$ cat src/rtl/usb_pkt_decoder_if.sv
// rtl/usb_pkt_decoder_if.sv - UTMI receive inputs and decoded USB packet outputs
interface usb_pkt_decoder_if;
  logic        rx_active;
  logic        rx_valid;
  logic        rx_error;
  logic [7:0]  rx_byte;
  logic [3:0]  pid;
  logic        pid_valid;
  logic        pid_cks_err;
  logic [6:0]  tok_addr;
  logic [3:0]  tok_endp;
  logic [10:0] frame_no;
  logic        tok_valid;
  logic        crc5_err;
  logic [7:0]  rx_data;
  logic        rx_data_valid;
  logic        rx_data_done;
  logic        crc16_err;
  logic        seq_err;

  modport master (
    output rx_active, rx_valid, rx_error, rx_byte,
    input  pid, pid_valid, pid_cks_err, tok_addr, tok_endp, frame_no, tok_valid,
           crc5_err, rx_data, rx_data_valid, rx_data_done, crc16_err, seq_err
  );

  modport slave (
    input  rx_active, rx_valid, rx_error, rx_byte,
    output pid, pid_valid, pid_cks_err, tok_addr, tok_endp, frame_no, tok_valid,
           crc5_err, rx_data, rx_data_valid, rx_data_done, crc16_err, seq_err
  );
endinterface

$ cat src/rtl/usb_pkt_decoder.sv
// rtl/usb_pkt_decoder.sv - USB FS receive decoder: PID check, token/SOF fields, CRC5/CRC16, payload strip
// Optional error counter enabled by USB_PKT_DECODER_ERR_CNT_EN.
module usb_pkt_decoder #(
  parameter int MAX_PAYLOAD = 1023
) (
  input  logic clk,
  input  logic rst,
`ifdef USB_PKT_DECODER_ERR_CNT_EN
  input  logic       err_cnt_clr,
  output logic [7:0] err_cnt,
`endif
  usb_pkt_decoder_if.slave bus
);

  localparam logic [2:0] S_IDLE  = 3'd0;
  localparam logic [2:0] S_PID   = 3'd1;
  localparam logic [2:0] S_TOKEN = 3'd2;
  localparam logic [2:0] S_DATA  = 3'd3;
  localparam logic [2:0] S_HSHK  = 3'd4;
  localparam logic [2:0] S_DRAIN = 3'd5;

  localparam logic [10:0] MAX_CNT = 11'(MAX_PAYLOAD + 2);

  function automatic logic [4:0] crc5_upd(input logic [4:0] c, input logic [7:0] d, input int nbits);
    logic [4:0] r;
    r = c;
    for (int i = 0; i < 8; i++) begin
      if (i < nbits) r = (r[0] ^ d[i]) ? ((r >> 1) ^ 5'h14) : (r >> 1);
    end
    return r;
  endfunction

  function automatic logic [15:0] crc16_upd(input logic [15:0] c, input logic [7:0] d);
    logic [15:0] r;
    r = c;
    for (int i = 0; i < 8; i++) r = (r[0] ^ d[i]) ? ((r >> 1) ^ 16'hA001) : (r >> 1);
    return r;
  endfunction

  logic [2:0]  state;
  logic [4:0]  crc5;
  logic [15:0] crc16;
  logic [10:0] byte_cnt;
  logic [1:0]  tok_cnt;
  logic [7:0]  tok_b1;
  logic [7:0]  d0;
  logic [7:0]  d1;

  logic        pid_phase;
  logic        abort;
  logic        eop;
  logic        pid_ok;
  logic [4:0]  crc5_fin;
  logic [15:0] crc16_nxt;
  logic [15:0] crc16_eff;
  logic [10:0] cnt_nxt;
  logic [10:0] cnt_eff;
  logic        overflow;

  always_comb begin
    // A PID byte may arrive in the same cycle rx_active rises.
    pid_phase = (state == S_PID) || ((state == S_IDLE) && bus.rx_active);
    abort     = bus.rx_active && bus.rx_error && (state != S_DRAIN);
    eop       = !bus.rx_active && (state != S_IDLE);
    pid_ok    = (bus.rx_byte[7:4] == ~bus.rx_byte[3:0]);
    crc5_fin  = crc5_upd(crc5, bus.rx_byte, 3);
    crc16_nxt = crc16_upd(crc16, bus.rx_byte);
    cnt_nxt   = (byte_cnt == 11'h7FF) ? byte_cnt : byte_cnt + 11'd1;
    overflow  = bus.rx_valid && (cnt_nxt > MAX_CNT);
    crc16_eff = bus.rx_valid ? crc16_nxt : crc16;
    cnt_eff   = bus.rx_valid ? cnt_nxt : byte_cnt;
  end

  always_ff @(posedge clk or negedge rst) begin
    if (!rst) begin
      state             <= S_IDLE;
      crc5              <= 5'h1F;
      crc16             <= 16'hFFFF;
      byte_cnt          <= '0;
      tok_cnt           <= '0;
      tok_b1            <= '0;
      d0                <= '0;
      d1                <= '0;
      bus.pid           <= '0;
      bus.pid_valid     <= 1'b0;
      bus.pid_cks_err   <= 1'b0;
      bus.tok_addr      <= '0;
      bus.tok_endp      <= '0;
      bus.frame_no      <= '0;
      bus.tok_valid     <= 1'b0;
      bus.crc5_err      <= 1'b0;
      bus.rx_data       <= '0;
      bus.rx_data_valid <= 1'b0;
      bus.rx_data_done  <= 1'b0;
      bus.crc16_err     <= 1'b0;
      bus.seq_err       <= 1'b0;
    end else begin
      bus.pid_valid     <= 1'b0;
      bus.pid_cks_err   <= 1'b0;
      bus.tok_valid     <= 1'b0;
      bus.crc5_err      <= 1'b0;
      bus.rx_data_valid <= 1'b0;
      bus.rx_data_done  <= 1'b0;
      bus.crc16_err     <= 1'b0;
      bus.seq_err       <= 1'b0;
      if (abort) begin
        bus.seq_err <= 1'b1;
        state       <= S_DRAIN;
      end else begin
        case (state)
          S_IDLE, S_PID: begin
            if (bus.rx_active) state <= S_PID;
            if (pid_phase && bus.rx_valid) begin
              if (!pid_ok) begin
                bus.pid_cks_err <= 1'b1;
                state           <= S_DRAIN;
              end else begin
                bus.pid       <= bus.rx_byte[3:0];
                bus.pid_valid <= 1'b1;
                crc5          <= 5'h1F;
                crc16         <= 16'hFFFF;
                byte_cnt      <= '0;
                tok_cnt       <= '0;
                case (bus.rx_byte[3:0])
                  4'h1, 4'h9, 4'h5, 4'hD: state <= S_TOKEN;
                  4'h3, 4'hB:             state <= S_DATA;
                  4'h2, 4'hA, 4'hE:       state <= S_HSHK;
                  default:                state <= S_DRAIN;
                endcase
              end
            end
          end
          S_TOKEN: begin
            if (bus.rx_valid) begin
              case (tok_cnt)
                2'd0: begin
                  tok_b1  <= bus.rx_byte;
                  crc5    <= crc5_upd(crc5, bus.rx_byte, 8);
                  tok_cnt <= 2'd1;
                end
                2'd1: begin
                  bus.tok_addr  <= tok_b1[6:0];
                  bus.tok_endp  <= {bus.rx_byte[2:0], tok_b1[7]};
                  bus.frame_no  <= {bus.rx_byte[2:0], tok_b1};
                  bus.tok_valid <= 1'b1;
                  bus.crc5_err  <= (bus.rx_byte[7:3] != ~crc5_fin);
                  tok_cnt       <= 2'd2;
                end
                default: begin
                  bus.seq_err <= 1'b1;
                  state       <= S_DRAIN;
                end
              endcase
            end
            if (eop && ((tok_cnt == 2'd0) || ((tok_cnt == 2'd1) && !bus.rx_valid))) bus.seq_err <= 1'b1;
          end
          S_DATA: begin
            if (bus.rx_valid) begin
              crc16    <= crc16_nxt;
              byte_cnt <= cnt_nxt;
              if (overflow) begin
                bus.seq_err <= 1'b1;
                state       <= S_DRAIN;
              end else begin
                d0 <= bus.rx_byte;
                d1 <= d0;
                // The two newest bytes could be the CRC, so only older bytes leave the line.
                if (byte_cnt >= 11'd2) begin
                  bus.rx_data       <= d1;
                  bus.rx_data_valid <= 1'b1;
                end
              end
            end
            if (eop && !overflow) begin
              bus.rx_data_done <= 1'b1;
              bus.crc16_err    <= (crc16_eff != 16'hB001) || (cnt_eff < 11'd2);
            end
          end
          S_HSHK: begin
            if (bus.rx_valid) begin
              bus.seq_err <= 1'b1;
              state       <= S_DRAIN;
            end
          end
          S_DRAIN: ;
          default: state <= S_IDLE;
        endcase
        if (eop) state <= S_IDLE;
      end
    end
  end

`ifdef USB_PKT_DECODER_ERR_CNT_EN
  logic [2:0] err_inc;
  logic [8:0] err_sum;

  always_comb begin
    err_inc = 3'(bus.pid_cks_err) + 3'(bus.crc5_err) + 3'(bus.crc16_err) + 3'(bus.seq_err);
    err_sum = {1'b0, err_cnt} + 9'(err_inc);
  end

  always_ff @(posedge clk or negedge rst) begin
    if (!rst) begin
      err_cnt <= '0;
    end else if (err_cnt_clr) begin
      err_cnt <= '0;
    end else begin
      err_cnt <= err_sum[8] ? 8'hFF : err_sum[7:0];
    end
  end
`endif

endmodule
$ cat src/flat_wrapper.sv
// flat-port wrapper written by rule: the top's interface ports become plain ports
module usb_pkt_decoder_flat 
#(
  parameter int MAX_PAYLOAD = 1023
)
  (clk, rst, bus_rx_active, bus_rx_valid, bus_rx_error, bus_rx_byte, bus_pid, bus_pid_valid, bus_pid_cks_err, bus_tok_addr, bus_tok_endp, bus_frame_no, bus_tok_valid, bus_crc5_err, bus_rx_data, bus_rx_data_valid, bus_rx_data_done, bus_crc16_err, bus_seq_err);
  usb_pkt_decoder_if bus_i ();
  input  logic clk;
  input  logic rst;
  input wire logic [$bits(bus_i.rx_active)-1:0] bus_rx_active;
  input wire logic [$bits(bus_i.rx_valid)-1:0] bus_rx_valid;
  input wire logic [$bits(bus_i.rx_error)-1:0] bus_rx_error;
  input wire logic [$bits(bus_i.rx_byte)-1:0] bus_rx_byte;
  output wire logic [$bits(bus_i.pid)-1:0] bus_pid;
  output wire logic [$bits(bus_i.pid_valid)-1:0] bus_pid_valid;
  output wire logic [$bits(bus_i.pid_cks_err)-1:0] bus_pid_cks_err;
  output wire logic [$bits(bus_i.tok_addr)-1:0] bus_tok_addr;
  output wire logic [$bits(bus_i.tok_endp)-1:0] bus_tok_endp;
  output wire logic [$bits(bus_i.frame_no)-1:0] bus_frame_no;
  output wire logic [$bits(bus_i.tok_valid)-1:0] bus_tok_valid;
  output wire logic [$bits(bus_i.crc5_err)-1:0] bus_crc5_err;
  output wire logic [$bits(bus_i.rx_data)-1:0] bus_rx_data;
  output wire logic [$bits(bus_i.rx_data_valid)-1:0] bus_rx_data_valid;
  output wire logic [$bits(bus_i.rx_data_done)-1:0] bus_rx_data_done;
  output wire logic [$bits(bus_i.crc16_err)-1:0] bus_crc16_err;
  output wire logic [$bits(bus_i.seq_err)-1:0] bus_seq_err;
  assign bus_i.rx_active = bus_rx_active;
  assign bus_i.rx_valid = bus_rx_valid;
  assign bus_i.rx_error = bus_rx_error;
  assign bus_i.rx_byte = bus_rx_byte;
  assign bus_pid = bus_i.pid;
  assign bus_pid_valid = bus_i.pid_valid;
  assign bus_pid_cks_err = bus_i.pid_cks_err;
  assign bus_tok_addr = bus_i.tok_addr;
  assign bus_tok_endp = bus_i.tok_endp;
  assign bus_frame_no = bus_i.frame_no;
  assign bus_tok_valid = bus_i.tok_valid;
  assign bus_crc5_err = bus_i.crc5_err;
  assign bus_rx_data = bus_i.rx_data;
  assign bus_rx_data_valid = bus_i.rx_data_valid;
  assign bus_rx_data_done = bus_i.rx_data_done;
  assign bus_crc16_err = bus_i.crc16_err;
  assign bus_seq_err = bus_i.seq_err;
  usb_pkt_decoder #(.MAX_PAYLOAD(MAX_PAYLOAD)) u_core (.clk(clk), .rst(rst), .bus(bus_i));
endmodule
$ cat config.mk
export PLATFORM = sky130hd
export DESIGN_NAME = usb_pkt_decoder_flat
export DESIGN_NICKNAME = d
export VERILOG_FILES = /design/src/rtl/usb_pkt_decoder_if.sv /design/src/rtl/usb_pkt_decoder.sv /design/src/flat_wrapper.sv
export SDC_FILE = /design/constraint.sdc
export NUM_CORES = 1
export LEC_CHECK = 0
export BUFFER_PORTS_ARGS = -buffer_cell sky130_fd_sc_hd__buf_2
export CAP_MARGIN = 20
export CORE_MARGIN = 10
export CORE_UTILIZATION = 59
export DETAILED_ROUTE_END_ITERATION = 10
export GPL_ROUTABILITY_DRIVEN = 0
export PLACE_DENSITY = 0.82
export SETUP_SLACK_MARGIN = 0.2
export SLEW_MARGIN = 10
export SYNTH_ARGS = -nofsm -noshare
export SYNTH_HDL_FRONTEND = slang
export SYNTH_SLANG_ARGS = --single-unit
export TNS_END_PERCENT = 20
$ cat constraint.sdc
create_clock -name clk -period 3.5 [get_ports clk]
set_input_delay 1.05 -clock clk [delete_from_list [all_inputs] [get_ports clk]]
set_output_delay 1.05 -clock clk [all_outputs]
set_load 0.01 [all_outputs]
==> qor.yml, run 1 <==
detailed_routing:
  first_iter_violations: 304
  postRouteAntennaNets: 0
  wl_mm: 11.7
  via_count: 3936
  detail_route.wl_per_cell_um: 18.4
  dr.pass1.iters: 5
  drc_errors: 0
  vias_per_instance: 6.17
synth:
  ys_dominant_reg_cell: "sky130_fd_sc_hd__dfrtp_1"
  postSynthAreaPerCell_um2: 10.3
  synth.cell_area_um2: 5080
  synthCells: 495
  yosysSeqAreaShare_pct: 45.8
  synth_async_sr_flop_share_pct: 100
  synth-edff-count: 0
  yosysWarningCount: 0
  synth_nets: 514
  ys_types: 60
  synth_seq_cells: 92
global_route:
  global_route_wire_length_before_repair_mm: 19.5
  number_of_antenna_violations_at_the_first_check_in_global_routing: 0
  grt_start_max_net_pins: 45
  grt_use_total_pct: 18.3
  vias_in_the_first_global_route: 3926
  grt.overflow.total: 0
worst_setup_path:
  critical_path_fanouts_max: 4
  worst-endpoint-arrival_ns: 3.18
  critical_path_buf_inv_count: 1
  critical_path.cell_chain: "buf_2 -> xnor2_1 -> xnor3_1 -> xnor3_1 -> xnor3_1 -> mux2i_1 -> nor4_1 -> a21boi_1"
  most_frequent_cp_cell: "sky130_fd_sc_hd__xnor3_1"
  timing.critical_path.slowest_cell_delay_ns: 0.43
  worst-setup-path-type: "input pin to flop"
  crit_family: "XOR/XNOR gates"
  crit_path_start_kind: "input pin"
  worst_path_max_delay_cell: "sky130_fd_sc_hd__xnor3_1"
  cp-end-kind: "flop"
  critPathRequiredTime_ns: 3.76
pwr:
  vdd_ir_drop_max_uv: 579
  power_per_cell_area_nw_per_um2: 639
  p_switching_mw: 1.23
  leakagePower_nw: 2.66
  combPwrFrac_pct: 35.7
  power_report.internal_total_mw: 2.33
  clock_power_share_pct: 20.8
  power.switching_fraction_pct: 34.5
  power.share.sequential_pct: 43.5
timing:
  finalClockSkew_ns: 0.00948
  final_report_max_slew_violation_count: 0
  setup_viol_count_final: 0
  relSlewSlack_pct: 59.9
  setup_repair_after_global_routing_missed_its_margin: "no"
  final.setup.tns_ns: 0
  fmax_mhz: 342
  final.period_utilization_pct: 83.5
  final-hold-violation-count: 0
  tightestPinTransition_ns: 0.602
  fin_crit_ns: 2.92
clock_tree:
  htreeDepth: 3
  cts_resized: 0
  cts_buffers: 9
  cts.clk_slew.worst_paths_ns: 0.09
  cts.sinks: 92
  clock-root-buffer: "sky130_fd_sc_hd__clkbuf_8"
  cts_hold_buf: 0
  tritoncts_clock_tree: "yes"
  cts.repair_timing.setup_buffer_count: 0
  clk_latency_ns: 0.38
  cts_buffer_depth: 2
outcome:
  run_status: "complete, no violations"
die:
  floorplan.initialDensity_pct: 61.3
  std_cell_rows: 33
  die_w_um: 113
  core_um2: 8300
  die-height_um: 113
  io-pin-count: 55
  floorplan.die_area_um2: 12700
placed_design:
  hpwl_mm: 8.26
  dpl_cell_area_um2: 5390
  io_buffer_count: 54
hold_path:
  hp-class: "flop to flop"
layout:
  multi_input_comb_area_um2: 2480
  total_number_of_nets_in_the_final_design: 548
  ff_latch_area_um2: 2330
  area_delta_synth_final_pct: 9.74
  final_layout_size_suffix_gt1_share_pct: 30.6
  layout.cells.most_common: "sky130_fd_sc_hd__dfrtp_1"
  fillerInstances: 621
  antenna_cells_inserted: 0
  layout.cells.most_common_list: "sky130_fd_sc_hd__dfrtp_1, sky130_fd_sc_hd__buf_2, sky130_fd_sc_hd__o21ai_0, sky130_fd_sc_hd__nand2_1, sky130_fd_sc_hd__mux2_2"
  final_area_um2: 5580
job:
  maxCapViolations: 0
-- through the flow --
stage	worst slack [ns]	utilization (%)	hold slack, ns	std cells	total power [mW]
floorplan	0.536	-	0.445	495	2.52
global placement	0.413	64.9	0.461	623	2.75
detailed placement	0.255	64.9	0.466	623	2.80
CTS	0.621	67.2	0.476	638	3.55
global route	0.486	67.2	0.513	638	3.76
finish	0.576	67.2	0.477	638	3.56
-- power groups by stage --
stage	sequential [mW]	combinational (mW)	clock, mW
after CTS	1.54	1.27	0.744
after global routing	1.58	1.39	0.789
after floorplan	1.49	1.02	0
after global placement	1.55	1.19	0
final	1.55	1.27	0.742
after detailed placement	1.56	1.24	0
-- sequential cells by signal, indices dropped and copies added (netlist names) --
register                  cells
u_core.crc16                 16
u_core.byte_cnt              11
u_core.bus.frame_no          10
u_core.bus.rx_data            8
u_core.d0                     8
u_core.d1                     8
u_core.tok_b1                 8
u_core.crc5                   5
u_core.bus.pid                4
u_core.state                  3
u_core.tok_cnt                2
u_core.bus.crc16_err          1
u_core.bus.crc5_err           1
u_core.bus.pid_cks_err        1
u_core.bus.pid_valid          1
u_core.bus.rx_data_done       1
u_core.bus.rx_data_valid      1
u_core.bus.seq_err            1
u_core.bus.tok_endp           1
u_core.bus.tok_valid          1
-- layer usage --
layer / global-route usage [%] / vias to the layer above / part of all wire, %
met3: 3.96 / 32 / 7.3
met5: 0 / - / 0
met2: 28.5 / 187 / 48
met4: 7.87 / 0 / 2.1
met1: 23.9 / 1914 / 43
li1: - / 1803 / -
-- kinds of logic after synthesis --
group                      synth area share, %
and+or+nand+nor                           13.9
AOI/OAI and AO/OA                         12.9
muxes                                     11.9
buffers and inverters                     5.49
adders and majority gates                 1.48
DFF                                       45.8
xor gates and xnor gates                  8.56
-- path summary, 6_finish.rpt --
path	startpoint	end	slack, ns	cells past startpoint
setup / recovery	bus_rx_byte[1]	u_core.bus.crc16_err	0.58	8
hold / removal	u_core.crc16[9]	u_core.crc16[1]	0.48	2
setup reg to reg	u_core.byte_cnt[0]	u_core.bus.crc16_err	0.59	8
hold reg to reg	u_core.crc16[9]	u_core.crc16[1]	0.48	2
max in group asynchronous	rst	u_core.crc16[13]	2.16	2
min in group asynchronous	rst	u_core.byte_cnt[8]	0.67	1
-- cell usage after synthesis (all sizes together) (6+ instances only) --
cell	n	share of area, %
a21oi	13	1.3
a31oi	12	1.5
and3	6	0.84
buf	19	2.7
clkbuf	26	1.9
dfrtp	71	35
dfstp	21	11
ha	6	1.5
inv	12	0.89
mux2	45	11
mux2i	6	1.2
nand2	42	3.2
nand3	13	1.5
nand4	11	1.4
nor2	33	2.5
nor3	6	0.59
nor4	6	0.74
o21ai	48	4.9
xnor2	30	5.2
xor2	12	2.1
-- final cells by class --
| type | count | area share [%] |
|---|---|---|
| Tap cell | 105 | 2.35 |
| Clock buffer | 9 | 2.22 |
| Timing Repair Buffer | 68 | 7.22 |
| Sequential cell | 92 | 41.7 |
| Multi-Input combinational cell | 346 | 44.4 |
| Clock inverter | 6 | 1.28 |
| Inverter | 12 | 0.807 |
-- tightest hold or removal path, stage by stage (launching register included) --
cell                      delay [ns]
sky130_fd_sc_hd__dfstp_2        0.39
sky130_fd_sc_hd__nand2_1        0.05
sky130_fd_sc_hd__nand2_1        0.04
Power figures use the tool's default switching activity.
==> run 2: changes to the inputs <==
ABC_AREA = 1   (was default)
clock period = 2.7 ns   (was 3.5 ns; I/O delays follow)
==> qor.yml, run 2 <==
synth:
  postSynthAreaPerCell_um2: 7.61
  synth_async_sr_flop_share_pct: 100
  synth_top_cells_by_count: "sky130_fd_sc_hd__nand2_1, sky130_fd_sc_hd__dfrtp_1, sky130_fd_sc_hd__inv_1, sky130_fd_sc_hd__o21ai_0, sky130_fd_sc_hd__nor2_1"
  ys_top_cells_by_area: "sky130_fd_sc_hd__dfrtp_1, sky130_fd_sc_hd__nand2_1, sky130_fd_sc_hd__dfstp_2"
  synth_nets: 690
  synth.cell_area_um2: 5110
  synthCells: 671
  synth.most_common_cell: "sky130_fd_sc_hd__nand2_1"
  synth_seq_cells: 92
  synth-edff-count: 0
  library_cell_with_the_largest_summed_area_after_synthesis: "sky130_fd_sc_hd__dfrtp_1"
  ys_dominant_reg_cell: "sky130_fd_sc_hd__dfrtp_1"
  yosysWarningCount: 0
  ys_types: 42
  synth_largest_type_area_fraction_pct: 34.8
  yosysSeqAreaShare_pct: 45.6
pwr:
  power_per_cell_area_nw_per_um2: 814
  power_report.internal_total_mw: 2.72
  vdd_ir_drop_max_uv: 521
  combPwrFrac_pct: 38.2
  power.share.sequential_pct: 41.6
  clock_power_share_pct: 20.2
  p_switching_mw: 1.94
  leakagePower_nw: 2.97
  power.switching_fraction_pct: 41.7
layout:
  area_delta_synth_final_pct: 12.0
  post-route-util_pct: 68.6
  final_cell_count_without_fillers: 833
  layout.cells.most_common: "sky130_fd_sc_hd__nand2_1"
  total_number_of_nets_in_the_final_design: 742
  multi_input_comb_area_um2: 2350
  final_layout_size_suffix_gt1_share_pct: 18.0
  largest_reg_flops: 16
  ff_latch_area_um2: 2330
  antenna_cells_inserted: 0
  fillerInstances: 692
  regMostFlops: "u_core.crc16"
  layout.cells.most_common_list: "sky130_fd_sc_hd__nand2_1, sky130_fd_sc_hd__dfrtp_1, sky130_fd_sc_hd__inv_1, sky130_fd_sc_hd__o21ai_0, sky130_fd_sc_hd__buf_2"
  reg_top3: "u_core.crc16 (16), u_core.byte_cnt (11), u_core.bus.frame_no (10)"
  final_area_um2: 5720
placed_design:
  placedCellCount: 815
  hpwl_mm: 9.35
  io_buffer_count: 54
  dpl_cell_area_um2: 5470
timing:
  fmax_mhz: 441
  finalClockSkew_ns: 0.0148
  setup_repair_after_global_routing_missed_its_margin: "no"
  final_report_max_slew_violation_count: 0
  final-hold-violation-count: 0
  final.period_utilization_pct: 84.1
  tightestPinTransition_ns: 0.578
  relSlewSlack_pct: 61.1
  final.setup.tns_ns: 0
  fin_crit_ns: 2.27
  setup_viol_count_final: 0
worst_setup_path:
  critical_path.cell_chain: "ha_1 -> inv_1 -> nor2_4 -> nand3_4 -> nand2_1 -> o21ai_2 -> nand3_1 -> nor2_1 -> nand2_1 -> nand2_2 -> nand3_4 -> buf_8 -> clkinvlp_4 -> nand2_1 -> nand2_1"
  critPathRequiredTime_ns: 2.97
  most_frequent_cp_cell: "sky130_fd_sc_hd__nand2_1"
  worst_path_max_delay_cell: "sky130_fd_sc_hd__dfrtp_2"
  regToRegSetupSlack_ns: 0.43
  cp-end-kind: "flop"
  worst_r2r_startpoint: "u_core.byte_cnt[0]"
  crit_path_start_kind: "flop"
  worst-endpoint-arrival_ns: 2.54
  critical_path_fanouts_max: 25
  ff2ff_path_depth: 15
  worst-setup-path-type: "flop to flop"
  timing.critical_path.slowest_cell_delay_ns: 0.38
  reg2reg_to: "u_core.d1[3]"
die:
  die_w_um: 113
  core_um2: 8340
  die-height_um: 113
  io-pin-count: 55
  floorplan.die_area_um2: 12800
  std_cell_rows: 33
  floorplan.initialDensity_pct: 61.3
clock_tree:
  clk_latency_ns: 0.37
  cts_buffers: 9
  cts_hold_buf: 0
  cts.sinks: 92
  clock-root-buffer: "sky130_fd_sc_hd__clkbuf_8"
  cts_buffer_depth: 2
  tritoncts_clock_tree: "yes"
  cts.clk_slew.worst_paths_ns: 0.11
  htreeDepth: 3
global_route:
  grt.overflow.total: 0
  vias_in_the_first_global_route: 4429
  grt_start_max_net_pins: 46
  grt_use_total_pct: 19.8
  number_of_antenna_violations_at_the_first_check_in_global_routing: 0
  global_route_wire_length_before_repair_mm: 21.3
outcome:
  run_status: "complete, no violations"
detailed_routing:
  first_iter_violations: 421
  vias_per_instance: 5.58
  dr.pass1.iters: 5
  detail_route.wl_per_cell_um: 15.3
  drc_errors: 0
  via_count: 4649
  wl_mm: 12.7
  postRouteAntennaNets: 0
hold_path:
  hp-class: "input pin to asynchronous set/reset pin"
job:
  maxCapViolations: 0
[run 2: cell types whose count changed in the layout (fill, tap and decap cells not counted), moves of 6 or more]
cell	change
sky130_fd_sc_hd__nand2_1	+177
sky130_fd_sc_hd__inv_1	+55
sky130_fd_sc_hd__mux2_2	-35
sky130_fd_sc_hd__nand3_1	+21
sky130_fd_sc_hd__xnor2_1	-20
sky130_fd_sc_hd__nor2_1	+17
sky130_fd_sc_hd__o21ai_0	+13
sky130_fd_sc_hd__a21oi_1	+10
sky130_fd_sc_hd__mux2_4	-10
sky130_fd_sc_hd__o22ai_1	+9
sky130_fd_sc_hd__a31oi_1	-8
sky130_fd_sc_hd__a22oi_1	+7
sky130_fd_sc_hd__mux2i_1	-6
[run 2: worst max path at each step]
stage	from	end	cells after the start
3_3_place_gp	bus_rx_byte[3]	u_core.bus.crc16_err	17
5_1_grt	u_core.byte_cnt[1]	u_core.d1[3]	15
3_5_place_dp	bus_rx_byte[0]	u_core.bus.crc16_err	18
6_report	u_core.byte_cnt[0]	u_core.d1[3]	15
4_1_cts	u_core.byte_cnt[0]	u_core.d1[3]	14
2_1_floorplan	bus_rx_byte[2]	u_core.bus.crc16_err	18
[run 2: timing repair]
| item | in CTS | in global routing |
|---|---|---|
| buffers inserted | 1 | 1 |
| gates resized for setup | 1 | 5 |
| setup endpoints to repair | 15 | 24 |
[run 2: metrics by stage]
step / total power, mW / setup slack (ns) / hold slack (ns)
final: 4.66 / 0.430 / 0.339
after floorplan: 3.23 / 0.476 / 0.442
after global routing: 5.01 / 0.219 / 0.349
after CTS: 4.62 / 0.212 / 0.342
after detailed placement: 3.67 / 0.105 / 0.456
after global placement: 3.60 / 0.174 / 0.456
[run 2: critical path, delay by kind of cell (launching register included)]
| family | cells | cell delay, ns |
|---|---|---|
| AND/OR/NAND/NOR | 10 | 1.04 |
| flip-flops | 1 | 0.38 |
| buffers and inverters | 3 | 0.50 |
| AO/OA/AOI/OAI | 1 | 0.06 |
| adder cells (fa/ha/maj) | 1 | 0.21 |
[run 2: layout make-up]
class                           instances  share of cell area [%]
Clock buffer                            9                    2.17
Inverter                               71                    4.72
Clock inverter                          7                    1.31
Multi-Input combinational cell        477                    41.1
Timing Repair Buffer                   72                    7.70
Tap cell                              105                    2.30
Sequential cell                        92                    40.7
[run 2: cells by family (layout without fill, tap and decap cells)]
family                   after synthesis  count (layout)  synth area share [%]
AND/OR/NAND/NOR                      328             328                  26.9
XOR/XNOR                              25              25                  4.29
AO/OA/AOI/OAI                        118             118                  13.2
buffers and inverters                102             159                  8.62
flip-flops                            92              92                  45.6
adder cells (fa/ha/maj)                6               6                  1.47
[run 2: power by group through the flow]
stage / registers (mW) / clock network [mW] / logic (mW)
6_report: 1.94 / 0.939 / 1.78
5_1_grt: 1.97 / 1.01 / 2.02
4_1_cts: 1.94 / 0.952 / 1.73
3_5_place_dp: 1.96 / 0 / 1.71
3_3_place_gp: 1.95 / 0 / 1.65
2_1_floorplan: 1.93 / 0 / 1.30
[run 2: per-layer routing]
layer  track usage, %  wire [um]  vias up
met5                0          0        -
met4             6.85        265        0
met3             4.81        963       31
met2             31.5       6000      175
met1             25.8       5500     2199
li1                 -          -     2244
==> run 3: changes to the inputs <==
ABC_AREA = 0   (was 1)
CORE_UTILIZATION = 53   (was 59)
PLACE_DENSITY = 0.78   (was 0.82)
clock period = 1.9 ns   (was 2.7 ns; I/O delays follow)
==> qor.yml, run 3 (synthesis results as in run 1) <==
outcome:
  run_status: "finished with violations"
  violations: "setup timing"
clock_tree:
  tritoncts_clock_tree: "yes"
  clk_latency_ns: 0.39
  cts.sinks: 92
  clock-root-buffer: "sky130_fd_sc_hd__clkbuf_8"
  cts_buffers: 9
  htreeDepth: 3
  cts.clk_slew.worst_paths_ns: 0.10
  cts_buffer_depth: 2
worst_setup_path:
  critical_path_fanouts_max: 6
  cp-end-kind: "flop"
  worst-endpoint-arrival_ns: 2.74
  worst-setup-path-type: "flop to flop"
  critPathRequiredTime_ns: 2.20
  crit_path_start_kind: "flop"
job:
  maxCapViolations: 0
die:
  die-height_um: 118
  core_um2: 9280
  io-pin-count: 55
  floorplan.initialDensity_pct: 54.8
  std_cell_rows: 35
  floorplan.die_area_um2: 13900
  die_w_um: 118
layout:
  area_delta_synth_final_pct: 36.6
  largest_reg_flops: 16
  antenna_cells_inserted: 0
  layout.cells.most_common_list: "sky130_fd_sc_hd__buf_4, sky130_fd_sc_hd__dfrtp_1, sky130_fd_sc_hd__buf_2, sky130_fd_sc_hd__o21ai_0, sky130_fd_sc_hd__nand2_1"
  total_number_of_nets_in_the_final_design: 636
  reg_top3: "u_core.crc16 (16), u_core.byte_cnt (11), u_core.bus.frame_no (10)"
  final_layout_size_suffix_gt1_share_pct: 50.2
  layout.cells.most_common: "sky130_fd_sc_hd__buf_4"
  regMostFlops: "u_core.crc16"
  final_cell_count_without_fillers: 751
placed_design:
  place_ws_ns: -0.617
  placedCellCount: 725
  hpwl_mm: 9.55
  io_buffer_count: 54
timing:
  relSlewSlack_pct: 57.7
  fin_crit_ns: 2.44
  final-hold-violation-count: 0
  worst_hold_slack_ns: 0.0741
  finalClockSkew_ns: 0.0145
  fmax_mhz: 410
  final_report_max_slew_violation_count: 0
  setup_viol_count_final: 35
  tightestPinTransition_ns: 0.635
  layout_setup_ws_ns: -0.541
  final.setup.tns_ns: -14.36
  setup_repair_after_global_routing_missed_its_margin: "yes"
  final.period_utilization_pct: 128
detailed_routing:
  vias_per_instance: 6.20
  drc_errors: 0
  detail_route.wl_per_cell_um: 22.1
  postRouteAntennaNets: 0
  via_count: 4657
  dr.pass1.iters: 5
  wl_mm: 16.6
  first_iter_violations: 436
global_route:
  grt.met2_usage_pct: 35.0
  number_of_antenna_violations_at_the_first_check_in_global_routing: 0
  vias_in_the_first_global_route: 4575
  global_route_met1_usage_pct: 25.6
  grt_use_total_pct: 20.5
  global_route.peak_usage_layer: "met2"
  grt_use_met3_pct: 3.79
  global_route_wire_length_before_repair_mm: 23.8
  grt_start_max_net_pins: 56
  grt.overflow.total: 0
pwr:
  leakagePower_nw: 3.27
  vdd_ir_drop_max_uv: 1280
  power_per_cell_area_nw_per_um2: 1140
  total_power_consumption_of_the_routed_design_mw: 7.93
hold_path:
  hp-class: "input pin to asynchronous set/reset pin"
[run 3: through the flow]
stage	cell area (um^2)	utilization, %
floorplan	5140	-
global placement	6040	65.0
detailed placement	6040	65.0
CTS	6660	71.7
global route	6950	74.8
finish	6950	74.8
[run 3: area by class of cell]
class / instances / area [um^2]
inverter: 12 / 45.0
multi-input combinational: 348 / 2990
sequential: 92 / 2330
clock buffer: 10 / 138
timing repair buffer: 154 / 1230
tap: 129 / 161
clock inverter: 6 / 55.1
fill: 545 / 2340
[run 3: path summary, 6_finish.rpt]
| check | start | endpoint | slack [ns] | depth (start not counted) |
|---|---|---|---|---|
| setup / recovery | u_core.byte_cnt[0] | u_core.state[1] | -0.54 | 8 |
| hold / removal | rst | u_core.bus.pid[2] | 0.07 | 1 |
| setup reg to reg | u_core.byte_cnt[0] | u_core.state[1] | -0.54 | 8 |
| hold reg to reg | u_core.crc16[12] | u_core.crc16[4] | 0.49 | 2 |
| max in group asynchronous | rst | u_core.crc16[10] | 1.21 | 2 |
| min in group clk | bus_rx_error | u_core.state[2] | 0.48 | 3 |
[run 3: timing repair]
action / CTS / global route
pin swaps: 24 / 33
hold buffers: 0 / 0
setup endpoints to repair: 78 / 88
cloned: 2 / 0
setup buffers: 6 / 2
resized for setup: 88 / 61
[run 3: where the power goes]
| part | internal (mW) | switching (mW) | total (mW) |
|---|---|---|---|
| logic | 1.95 | 1.71 | 3.66 |
| clock network | 0.537 | 0.820 | 1.36 |
| registers | 2.50 | 0.424 | 2.92 |
| total | 4.98 | 2.95 | 7.93 |
[run 3: critical path, cell delays in order, from the launching register on]
cell	delay, ns
sky130_fd_sc_hd__dfrtp_1	0.45
sky130_fd_sc_hd__buf_6	0.16
sky130_fd_sc_hd__buf_4	0.14
sky130_fd_sc_hd__a31oi_1	0.20
sky130_fd_sc_hd__a21oi_2	0.07
sky130_fd_sc_hd__or4_4	0.54
sky130_fd_sc_hd__o31a_1	0.39
sky130_fd_sc_hd__a21o_1	0.22
sky130_fd_sc_hd__a21oi_1	0.19
[run 3: layer usage]
| layer | vias up | share of wire [%] |
|---|---|---|
| met5 | - | 0 |
| met3 | 71 | 7.9 |
| met2 | 305 | 50 |
| met4 | 0 | 4.8 |
| li1 | 1992 | - |
| met1 | 2289 | 38 |
